File: src/rtl/uart_rx_fifo_param_pkg.sv
// uart_rx_fifo_param_pkg: shared UART receiver types and baud divisor helper
package uart_pkg;
  typedef enum logic [1:0] {PAR_NONE, PAR_ODD, PAR_EVEN} parity_e;
  typedef enum logic [2:0] {IDLE, START, DATA, PARITY, STOP, WAIT_HIGH} rx_state_e;
  function automatic int baud_div(input int clk_hz, input int baud, input int os);
    int d;
    d = (clk_hz + baud * os / 2) / (baud * os);
    return d < 1 ? 1 : d;
  endfunction
endpackage

File: src/rtl/uart_rx_fifo_param_if.sv
// uart_rx_fifo_param_if: serial line, pop port and status of the UART receiver
interface uart_rx_fifo_param_if #(parameter int DATA_BITS = 8, parameter int FIFO_DEPTH = 4);
  logic rx;
  logic rd_en;
  logic err_clr;
  logic [DATA_BITS-1:0] data;
  logic data_valid;
  logic [$clog2(FIFO_DEPTH+1)-1:0] fifo_level;
  logic frame_err;
  logic parity_err;
  logic overrun_err;
  modport master (output rx, rd_en, err_clr,
                  input data, data_valid, fifo_level, frame_err, parity_err, overrun_err);
  modport slave (input rx, rd_en, err_clr,
                 output data, data_valid, fifo_level, frame_err, parity_err, overrun_err);
endinterface

File: src/rtl/uart_rx_fifo_param_fifo.sv
// uart_rx_sync_fifo: show-ahead synchronous FIFO, head reads 0 when empty
module uart_rx_sync_fifo #(
  parameter int DEPTH = 4,
  parameter int WIDTH = 8
) (
  input  logic clk,
  input  logic rst,
  input  logic push,
  input  logic pop,
  input  logic [WIDTH-1:0] din,
  output logic full,
  output logic empty,
  output logic [$clog2(DEPTH+1)-1:0] level,
  output logic [WIDTH-1:0] head
);
  localparam int AW = $clog2(DEPTH);
  localparam int LW = $clog2(DEPTH+1);
  logic [WIDTH-1:0] mem [DEPTH];
  logic [AW-1:0] wr_ptr, rd_ptr;
  logic [LW-1:0] count;
  logic do_push, do_pop;
  assign full = count == LW'(DEPTH);
  assign empty = count == '0;
  assign do_pop = pop && !empty;
  // a pop frees the slot a push into a full FIFO needs in the same cycle
  assign do_push = push && (!full || do_pop);
  assign level = count;
  assign head = empty ? '0 : mem[rd_ptr];
  always_ff @(posedge clk)
    if (do_push) mem[wr_ptr] <= din;
  always_ff @(posedge clk or posedge rst)
    if (rst) begin
      wr_ptr <= '0;
      rd_ptr <= '0;
      count <= '0;
    end else begin
      wr_ptr <= wr_ptr + AW'(do_push);
      rd_ptr <= rd_ptr + AW'(do_pop);
      count <= count + LW'(do_push) - LW'(do_pop);
    end
endmodule

File: src/rtl/uart_rx_fifo_param.sv
// uart_rx_fifo_param: oversampled UART receiver with majority vote and RX FIFO
module uart_rx_fifo_param
  import uart_pkg::*;
#(
  parameter int CLK_HZ = 50_000_000,
  parameter int BAUD_RATE = 115_200,
  parameter int OVERSAMPLE = 16,
  parameter int DATA_BITS = 8,
  parameter int PARITY = 0,
  parameter int STOP_BITS = 1,
  parameter int FIFO_DEPTH = 4
) (
  input logic clk,
  input logic rst,
  uart_rx_fifo_param_if.slave bus
);
  localparam int DIV = baud_div(CLK_HZ, BAUD_RATE, OVERSAMPLE);
  localparam int DCW = $clog2(DIV+1);
  localparam int TW = $clog2(OVERSAMPLE);
  localparam int BW = $clog2(DATA_BITS);
  localparam parity_e PAR = parity_e'(PARITY);
  localparam logic [TW-1:0] T_A = TW'(OVERSAMPLE/2-1);
  localparam logic [TW-1:0] T_B = TW'(OVERSAMPLE/2);
  localparam logic [TW-1:0] T_C = TW'(OVERSAMPLE/2+1);
  localparam logic [TW-1:0] T_END = TW'(OVERSAMPLE-1);
  rx_state_e state;
  logic sync1, sync2, rx_prev, s0, s1, stop_cnt, par_bad;
  logic [DCW-1:0] div_cnt;
  logic [TW-1:0] tick_cnt, hi_cnt;
  logic [BW-1:0] bit_cnt;
  logic [DATA_BITS-1:0] shreg;
  logic tick, vote_now, v, stop_last, push, full, empty, fe_set, pe_set, ov_set;
  assign tick = div_cnt == DCW'(DIV-1);
  assign vote_now = tick && tick_cnt == T_C;
  assign v = (s0 & s1) | (s0 & sync2) | (s1 & sync2);
  assign stop_last = (STOP_BITS == 1) || stop_cnt;
  assign pe_set = state == uart_pkg::PARITY && vote_now && ((PAR == PAR_ODD) ? ~(^shreg ^ v) : (^shreg ^ v));
  assign fe_set = state == STOP && vote_now && !v;
  assign push = state == STOP && vote_now && v && stop_last && !par_bad;
  assign ov_set = push && full && !bus.rd_en;
  assign bus.data_valid = !empty;
  uart_rx_sync_fifo #(.DEPTH(FIFO_DEPTH), .WIDTH(DATA_BITS)) u_fifo (
    .clk(clk), .rst(rst), .push(push), .pop(bus.rd_en), .din(shreg),
    .full(full), .empty(empty), .level(bus.fifo_level), .head(bus.data)
  );
  always_ff @(posedge clk or posedge rst)
    if (rst) begin
      state <= IDLE;
      sync1 <= 1'b1;
      sync2 <= 1'b1;
      rx_prev <= 1'b1;
      s0 <= 1'b1;
      s1 <= 1'b1;
      div_cnt <= '0;
      tick_cnt <= '0;
      hi_cnt <= '0;
      bit_cnt <= '0;
      stop_cnt <= 1'b0;
      par_bad <= 1'b0;
      shreg <= '0;
      bus.frame_err <= 1'b0;
      bus.parity_err <= 1'b0;
      bus.overrun_err <= 1'b0;
    end else begin
      sync1 <= bus.rx;
      sync2 <= sync1;
      rx_prev <= sync2;
      div_cnt <= tick ? '0 : div_cnt + DCW'(1);
      if (tick) tick_cnt <= tick_cnt == T_END ? '0 : tick_cnt + TW'(1);
      if (tick && tick_cnt == T_A) s0 <= sync2;
      if (tick && tick_cnt == T_B) s1 <= sync2;
      // a new error outranks a simultaneous clear
      bus.frame_err <= fe_set | (bus.frame_err & ~bus.err_clr);
      bus.parity_err <= pe_set | (bus.parity_err & ~bus.err_clr);
      bus.overrun_err <= ov_set | (bus.overrun_err & ~bus.err_clr);
      case (state)
        IDLE: if (rx_prev && !sync2) begin
          state <= START;
          div_cnt <= '0;
          tick_cnt <= '0;
          par_bad <= 1'b0;
          stop_cnt <= 1'b0;
        end
        START: if (vote_now) begin
          state <= v ? IDLE : DATA;
          bit_cnt <= '0;
        end
        DATA: if (vote_now) begin
          shreg <= {v, shreg[DATA_BITS-1:1]};
          bit_cnt <= bit_cnt + BW'(1);
          if (bit_cnt == BW'(DATA_BITS-1)) state <= PAR == PAR_NONE ? STOP : uart_pkg::PARITY;
        end
        uart_pkg::PARITY: if (vote_now) begin
          par_bad <= pe_set;
          state <= STOP;
        end
        // transitions happen at mid-bit, so the next vote lands one bit later
        STOP: if (vote_now) begin
          if (!v) begin
            state <= WAIT_HIGH;
            hi_cnt <= '0;
          end else if (stop_last) state <= IDLE;
          else stop_cnt <= 1'b1;
        end
        WAIT_HIGH: if (!sync2) hi_cnt <= '0;
          else if (tick) begin
            hi_cnt <= hi_cnt + TW'(1);
            if (hi_cnt == T_END) state <= IDLE;
          end
        default: state <= IDLE;
      endcase
    end
endmodule
File: src/flat_wrapper.sv
// flat-port wrapper written by rule: the top's interface ports become plain ports
module uart_rx_fifo_param_flat import uart_pkg::*;
#(
  parameter int CLK_HZ = 50_000_000,
  parameter int BAUD_RATE = 115_200,
  parameter int OVERSAMPLE = 16,
  parameter int DATA_BITS = 8,
  parameter int PARITY = 0,
  parameter int STOP_BITS = 1,
  parameter int FIFO_DEPTH = 4
)
  (clk, rst, bus_rx, bus_rd_en, bus_err_clr, bus_data, bus_data_valid, bus_fifo_level, bus_frame_err, bus_parity_err, bus_overrun_err);
  uart_rx_fifo_param_if #(.DATA_BITS(DATA_BITS), .FIFO_DEPTH(FIFO_DEPTH)) bus_i ();
  input logic clk;
  input logic rst;
  input wire logic [$bits(bus_i.rx)-1:0] bus_rx;
  input wire logic [$bits(bus_i.rd_en)-1:0] bus_rd_en;
  input wire logic [$bits(bus_i.err_clr)-1:0] bus_err_clr;
  output wire logic [$bits(bus_i.data)-1:0] bus_data;
  output wire logic [$bits(bus_i.data_valid)-1:0] bus_data_valid;
  output wire logic [$bits(bus_i.fifo_level)-1:0] bus_fifo_level;
  output wire logic [$bits(bus_i.frame_err)-1:0] bus_frame_err;
  output wire logic [$bits(bus_i.parity_err)-1:0] bus_parity_err;
  output wire logic [$bits(bus_i.overrun_err)-1:0] bus_overrun_err;
  assign bus_i.rx = bus_rx;
  assign bus_i.rd_en = bus_rd_en;
  assign bus_i.err_clr = bus_err_clr;
  assign bus_data = bus_i.data;
  assign bus_data_valid = bus_i.data_valid;
  assign bus_fifo_level = bus_i.fifo_level;
  assign bus_frame_err = bus_i.frame_err;
  assign bus_parity_err = bus_i.parity_err;
  assign bus_overrun_err = bus_i.overrun_err;
  uart_rx_fifo_param #(.CLK_HZ(CLK_HZ), .BAUD_RATE(BAUD_RATE), .OVERSAMPLE(OVERSAMPLE), .DATA_BITS(DATA_BITS), .PARITY(PARITY), .STOP_BITS(STOP_BITS), .FIFO_DEPTH(FIFO_DEPTH)) u_core (.clk(clk), .rst(rst), .bus(bus_i));
endmodule
File: config.mk
export PLATFORM = sky130hd
export DESIGN_NAME = uart_rx_fifo_param_flat
export DESIGN_NICKNAME = d
export VERILOG_FILES = /design/src/rtl/uart_rx_fifo_param_pkg.sv /design/src/rtl/uart_rx_fifo_param_if.sv /design/src/rtl/uart_rx_fifo_param_fifo.sv /design/src/rtl/uart_rx_fifo_param.sv /design/src/flat_wrapper.sv
export SDC_FILE = /design/constraint.sdc
export NUM_CORES = 1
export LEC_CHECK = 0
export BUFFER_PORTS_ARGS = -buffer_cell sky130_fd_sc_hd__buf_4
export CELL_PAD_IN_SITES_DETAIL_PLACEMENT = 1
export CELL_PAD_IN_SITES_GLOBAL_PLACEMENT = 2
export CORE_MARGIN = 4
export CORE_UTILIZATION = 40
export CTS_BUF_LIST = sky130_fd_sc_hd__clkbuf_8
export DETAILED_ROUTE_END_ITERATION = 10
export HOLD_SLACK_MARGIN = 0.03
export PLACE_DENSITY_LB_ADDON = 0.1
export SETUP_SLACK_MARGIN = 0.2
export SLEW_MARGIN = 20
export SYNTH_ARGS = -nofsm -noshare
export SYNTH_HDL_FRONTEND = slang
export SYNTH_HIERARCHICAL = 1
export SYNTH_SLANG_ARGS = --single-unit
File: constraint.sdc
create_clock -name clk -period 2.8 [get_ports clk]
set_input_delay 0.28 -clock clk [delete_from_list [all_inputs] [get_ports clk]]
set_output_delay 0.28 -clock clk [all_outputs]
set_load 0.005 [all_outputs]
After elaboration in Yosys (flattened, before gate mapping). Memories as Yosys holds them, arrays and structs flattened. Cells that the tools add are included.

Register bits after elaboration: 43. Bits in latches: 0. Memory bits (writable): 32. Memory bits (read-only): 0. Input bits: 5. Output and inout port bits: 15. Logic and storage cells: 129. Memories: 1.

Memory list: u_core.u_fifo.mem (words 4, width 8, read ports 1, clocked after Yosys merged registers in 0, wr ports 1, line uart_rx_fifo_param_fifo.sv:18) `logic [WIDTH-1:0] mem [DEPTH];`.

Add/subtract/negate cells: 8. Multipliers: 0. Divide/modulo/power cells: 0. Magnitude comparators: 0. Equal/unequal tests: 24. Shift operators: 0. Muxes and demuxes: 33. Bitwise operators: 13. Reduce and logical (&&, ||, !) cells: 32.

Operators by type and width (number): two-way mux 3 bit (12); two-way mux 4 bit (8); != test 2 x 1 -> 1 bit (second input constant) (9); one-hot mux 3 bit (6 select lines) (1); == test 4 bit (second input constant) (4); two-way mux 5 bit (3); logical AND 1 bit (14); == test 3 bit (second input constant) (4); AND reduction 9 bit (1); adder 4 x 1 -> 4 bit (second input constant) (2); two-way mux 8 bit (1); one-hot mux 4 bit (2 select lines) (1); XOR reduction 8 bit (1); bitwise AND 1 bit (6); == test 3 x 2 -> 1 bit (second input constant) (2); logical NOT 1 bit (6); logical NOT 3 bit (2); one-hot mux 3 bit (2 select lines) (1); AND reduction 3 bit (2); nonzero test 2 bit (3); adder 5 x 1 -> 5 bit (second input constant) (1); == test 5 bit (second input constant) (1); bitwise OR 1 bit (5); adder 2 x 1 -> 2 bit (2); 15 further kinds (18).

Depth between registers and ports, before layout.
Depth after elaboration: 8. Mapped depth: 12.

By module. The synthesis kept the hierarchy.

Modules (own cells, without submodules): uart_rx_fifo_param (times used 1, cells each 178, area an instance 1934.4 µm²); uart_rx_sync_fifo (times used 1, cells each 82, area an instance 1580.3 µm²).

Worst setup path after synthesis. Ideal clock, no wire load.

Path kind: reg-to-reg. Start point: register u_core.div_cnt[0]. End point: register u_core.u_fifo.count[2], in the netlist u_core/u_fifo/level[2]. Setup time: 0.123 ns. Arrival: 2.504 ns. Required time: 2.677 ns. Path slack: 0.174 ns. Stages on the path, launching flop included: 13. Buffers on the path: 1. Cells stage by stage: dfrtp_1 -> inv_1 -> ha_1 -> and4b_1 -> buf_4 -> nand2_4 -> nor4_4 -> or3b_1 -> a21bo_1 -> ha_1 -> fa_1 -> xnor2_1 -> xnor2_1.

Word-level cells in the longest chain between the ends: 8.

RTL lines: start: declaration (line uart_rx_fifo_param.sv:28) `logic [DCW-1:0] div_cnt;`; start signal: assignment (line uart_rx_fifo_param.sv:68) `div_cnt <= tick ? '0 : div_cnt + DCW'(1);`; == test 5 bit (line uart_rx_fifo_param.sv:33) `assign tick = div_cnt == DCW'(DIV-1);`; logical AND 1 bit (line uart_rx_fifo_param.sv:34) `assign vote_now = tick && tick_cnt == T_C;`; logical AND 1 bit (3 in a row) (line uart_rx_fifo_param.sv:39) `assign push = state == STOP && vote_now && v && stop_last && !par_bad;`; named net u_core.push (line uart_rx_fifo_param.sv:32) `logic tick, vote_now, v, stop_last, push, full, empty, fe_set, pe_set, ov_set;`; logical AND 1 bit (line uart_rx_fifo_param_fifo.sv:26) `assign do_push = push && (!full || do_pop);`; adder 3 x 1 -> 3 bit (line uart_rx_fifo_param_fifo.sv:39) `count <= count + LW'(do_push) - LW'(do_pop);`; subtractor 3 x 1 -> 3 bit (line uart_rx_fifo_param_fifo.sv:39); end signal: assignment (line uart_rx_fifo_param_fifo.sv:39); end: declaration (line uart_rx_fifo_param_fifo.sv:20) `logic [LW-1:0] count;`.

The timed path passes the listed nets, and every way through them passes these cells. A chain may end at the register's enable or synchronous reset.

Worst setup path in the final report.
Start point: register u_core.tick_cnt[1]. End point: register u_core.u_fifo.count[2], in the netlist u_core/u_fifo/level[2].

Word-level cells in the longest chain between the ends: 8.

RTL lines: start: declaration (line uart_rx_fifo_param.sv:29) `logic [TW-1:0] tick_cnt, hi_cnt;`; start signal: assignment (line uart_rx_fifo_param.sv:69) `if (tick) tick_cnt <= tick_cnt == T_END ? '0 : tick_cnt + TW'(1);`; == test 4 bit (line uart_rx_fifo_param.sv:34); logical AND 1 bit (line uart_rx_fifo_param.sv:34); logical AND 1 bit (3 in a row) (line uart_rx_fifo_param.sv:39); named net u_core.push (line uart_rx_fifo_param.sv:32); logical AND 1 bit (line uart_rx_fifo_param_fifo.sv:26); adder 3 x 1 -> 3 bit (line uart_rx_fifo_param_fifo.sv:39); subtractor 3 x 1 -> 3 bit (line uart_rx_fifo_param_fifo.sv:39).

The timed path passes the listed nets, and every way through them passes these cells.

==> run_results.csv <==
group,metric,value,unit
outcome,outcome,"complete, no violations",
floorplanning,die_area,10400,sq um
job,maxCapViolations,0,
setup_path,slowest_stage,"dfrtp_1",
pwr,switching_share,33.9,%
setup_path,crit_type,"flip-flop to flip-flop",
drt,vias_per_cell,5.24,
setup_path,max_stage_delay,430,ps
pwr,p_int,1960,uW
setup_path,critPathTopFamily,"simple AND/OR/NAND/NOR gates",
cells_and_area,seq_area,2040,sq um
cts,clkSinkCount,75,
synthesis,synth_nets,277,
place,place_inst,387,
drt,drc,0,
cells_and_area,final_area,4090,sq um
place,gp_congestion,0.684,
synthesis,synth_top_area_cell,"edfxtp_1",
timing,finalSetupViolations,0,
synthesis,synth_edf_count,32,
setup_path,timing.rr.start,"u_core/tick_cnt[1]",
hold_path,holdPathEnd,"u_core/bus.parity_err",
place,io_buffers,19,
cells_and_area,fin_nets,316,
cts,clockBufferDepth,2,
timing,fmax,376,MHz
floorplanning,die_width,102,um
floorplanning,coreArea,8380,sq um
cts,htreeDepth,3,
global_routing,grt_pass1_vias,2293,
pwr,p_clk_share,27.2,%
cells_and_area,area_growth,16.4,%
cts,cts_buffers,9,
synthesis,synth_cell_types,62,
setup_path,crit_path_cell_trace,"inv_2, ha_4, and4bb_2, nand2_4, nor4_4, or3b_4, a21bo_1, ha_2, fa_2, xnor2_2, xnor2_1",
setup_path,arrival,2900,ps
setup_path,ff2ff_setup_slack,140,ps
drt,wl_per_cell,17.6,um
pwr,p_sw,1010,uW
timing,postLayoutSetupSlackWorst,139,ps
cells_and_area,n_antenna_cell,0,
synthesis,synth_ff_type,"dfrtp_1",
timing,fin_tns_setup,0,ps
synthesis,synth_cells,260,
synthesis,async_flop_share,57.3,%
global_routing,grt_max_degree,37,
pwr,leakagePower,0.00179,uW
cells_and_area,multi_input_area,1390,sq um
timing,finalClockSkew,15.8,ps
floorplanning,start_util,41.9,%
synthesis,yosysMostFrequentCell,"dfrtp_1",
floorplanning,rows,33,
drt,ant_nets,0,
pwr,report.power.total,2970,uW
timing,post-route-period-util,95.0,%
synthesis,syn_area,3510,sq um
synthesis,yosysWarnings,6,
hold_path,hold_start,"bus_err_clr",
pwr,pwr-share-comb,24.7,%
cts,cts_tree,"yes",
global_routing,grt_overflow,0,
cts,clk_latency,360,ps
place,place_hpwl,4.92,mm
setup_path,critPathRequiredTime,3040,ps
timing,hold_viol,0,
cells_and_area,drive_above_1_share,31.3,%
synthesis,synth_top_area_share,27.3,%
drt,totalWireLength,7.20,mm
global_routing,grt_pass1_wl,12.0,mm
drt,drt_iter0_markers,95,
synthesis,synthTopCellsByArea,"edfxtp_1 (27%), dfrtp_1 (27%), mux4_2 (5.1%), ha_1 (3.9%), dfstp_2 (3.7%)",
synthesis,yosysSeqAreaShare,58.1,%
drt,vias,2142,
pwr,power_density,726,nW/um^2
floorplanning,die_y,102,um
timing,period_needed,2660,ps
cts,clk_pin_slew,90,ps
floorplanning,io_pins,20,
global_routing,track_usage,15.5,%
pwr,ir_worst_vdd,255,uV
cells_and_area,fill_cells,888,
hold_path,hold_class,"input pin to flip-flop",
timing,slew_headroom,59.4,%
setup_path,ff2ff_path_depth,11,
setup_path,worstSetupEndpointType,"flip-flop",
place,postPlaceCellArea,3820,sq um
cts,cts_root_buf,"clkbuf_8",
timing,drv_slew,0,
cells_and_area,final_cell_count_no_fill,409,
setup_path,r2r_end,"u_core/u_fifo/level[2]",
drt,dr.pass1.iters,4,
timing,tightest_slew,604,ps
synthesis,avgSynthCellArea,13.5,sq um
setup_path,critPathMaxFanout,5,
global_routing,antenna_found_initial,0,
timing,rsz0062_at_grt,"true",
synthesis,yosys-top-cells-count,"dfrtp_1 (38), edfxtp_1 (32), nor2_1 (14)",
setup_path,worstSetupStartpointType,"flip-flop",
hold_path,min_path_cells,3,
synthesis,ys_ff_latch,75,
pwr,p_seq_share,48.1,%
setup_path,crit_buf_inv,1,
place,post-place-ws,192,ps
## cell families (layout without fill, tap and decap cells)
group | count (synthesis) | after routing | synth area share, %
buffers and inverters | 24 | 68 | 3.20
XOR/XNOR | 15 | 15 | 4.13
AO/OA/AOI/OAI | 41 | 41 | 8.69
multiplexers | 19 | 19 | 8.72
AND/OR/NAND/NOR | 73 | 73 | 12.4
adder cells (fa/ha/maj) | 13 | 13 | 4.77
flip-flops | 75 | 75 | 58.1
## worst reg2reg max path, cell delays in order, from the launching register on
cell and delay, ps:
dfrtp_1 430, inv_2 100, ha_4 120, and4bb_2 270, nand2_4 80, nor4_4 320
or3b_4 190, a21bo_1 200, ha_2 180, fa_2 370, xnor2_2 140, xnor2_1 130
## cell type report
class                      instances  area share [%]
clock inverter                     7            1.59
multi-input combinational        161            33.9
timing repair buffer              37            6.91
sequential                        75            50.0
tap                              105            3.21
inverter                          15            1.38
clock buffer                       9            3.03
## flip-flops by register name, summed over array words and instances (netlist names), 2 cells and up
register and flops:
u_core/bit_cnt 3, u_core/div_cnt 5, u_core/hi_cnt 4, u_core/shreg 8, u_core/state 3, u_core/tick_cnt 4
u_core/u_fifo/level 3, u_core/u_fifo/mem 32, u_core/u_fifo/rd_ptr 2, u_core/u_fifo/wr_ptr 2
## timing repair
| action | 4_1_cts | 5_1_grt |
|---|---|---|
| hold buffers | 2 | 0 |
| setup buffers | 1 | 3 |
| endpoints found under the hold margin | 8 | 0 |
| setup endpoints to repair | 1 | 1 |
| gates resized for setup | 0 | 9 |
| pin swaps | 0 | 4 |
## stage by stage
step	hold slack [ps]	utilization, %
after CTS	202	48.2
after floorplan	83.4	-
after global placement	248	45.6
after detailed placement	252	45.6
after global routing	221	48.8
final	223	48.8
## cells in the final DEF, fill, tap and decap left out, drive strengths merged, types with 5 or more instances in the layout
| cell type | count |
|---|---|
| nand2 | 13 |
| o21ai | 8 |
| nor3 | 8 |
| clkbuf | 9 |
| dfstp | 5 |
| xor2 | 5 |
| ha | 11 |
| mux4 | 8 |
| nor2b | 11 |
| edfxtp | 32 |
| dfrtp | 38 |
| xnor2 | 9 |
| inv | 20 |
| nand3 | 7 |
| a21oi | 7 |
| buf | 35 |
| nor2 | 15 |
| mux2 | 10 |
## power groups by stage
stage	Combinational, uW	Clock, uW	Sequential (uW)
2_1_floorplan	539	0	1380
4_1_cts	703	836	1430
3_5_place_dp	700	0	1450
3_3_place_gp	686	0	1440
5_1_grt	824	886	1460
6_report	734	807	1430
## per-layer routing
metal | GRT usage, % | part of all wire, % | vias up | wire length, um
met1 | 19.3 | 45 | 1078 | 3220
li1 | - | - | 1031 | -
met4 | 5.21 | 0.92 | 0 | 66
met2 | 26.2 | 51 | 27 | 3640
met3 | 3.99 | 3.7 | 6 | 268
met5 | 0 | 0 | - | 0
## worst max-delay path by stage
stage / endpoint / startpoint / depth (start not counted)
after floorplan: u_core/u_fifo/level[2] / u_core/sync2 / 10
after global placement: u_core/u_fifo/level[2] / u_core/tick_cnt[1] / 11
after detailed placement: u_core/u_fifo/level[2] / u_core/tick_cnt[1] / 11
after CTS: u_core/u_fifo/level[2] / u_core/sync2 / 9
after global routing: u_core/u_fifo/level[2] / u_core/tick_cnt[1] / 11
final: u_core/u_fifo/level[2] / u_core/tick_cnt[1] / 11
No activity file was read; power rests on OpenSTA's default activity.
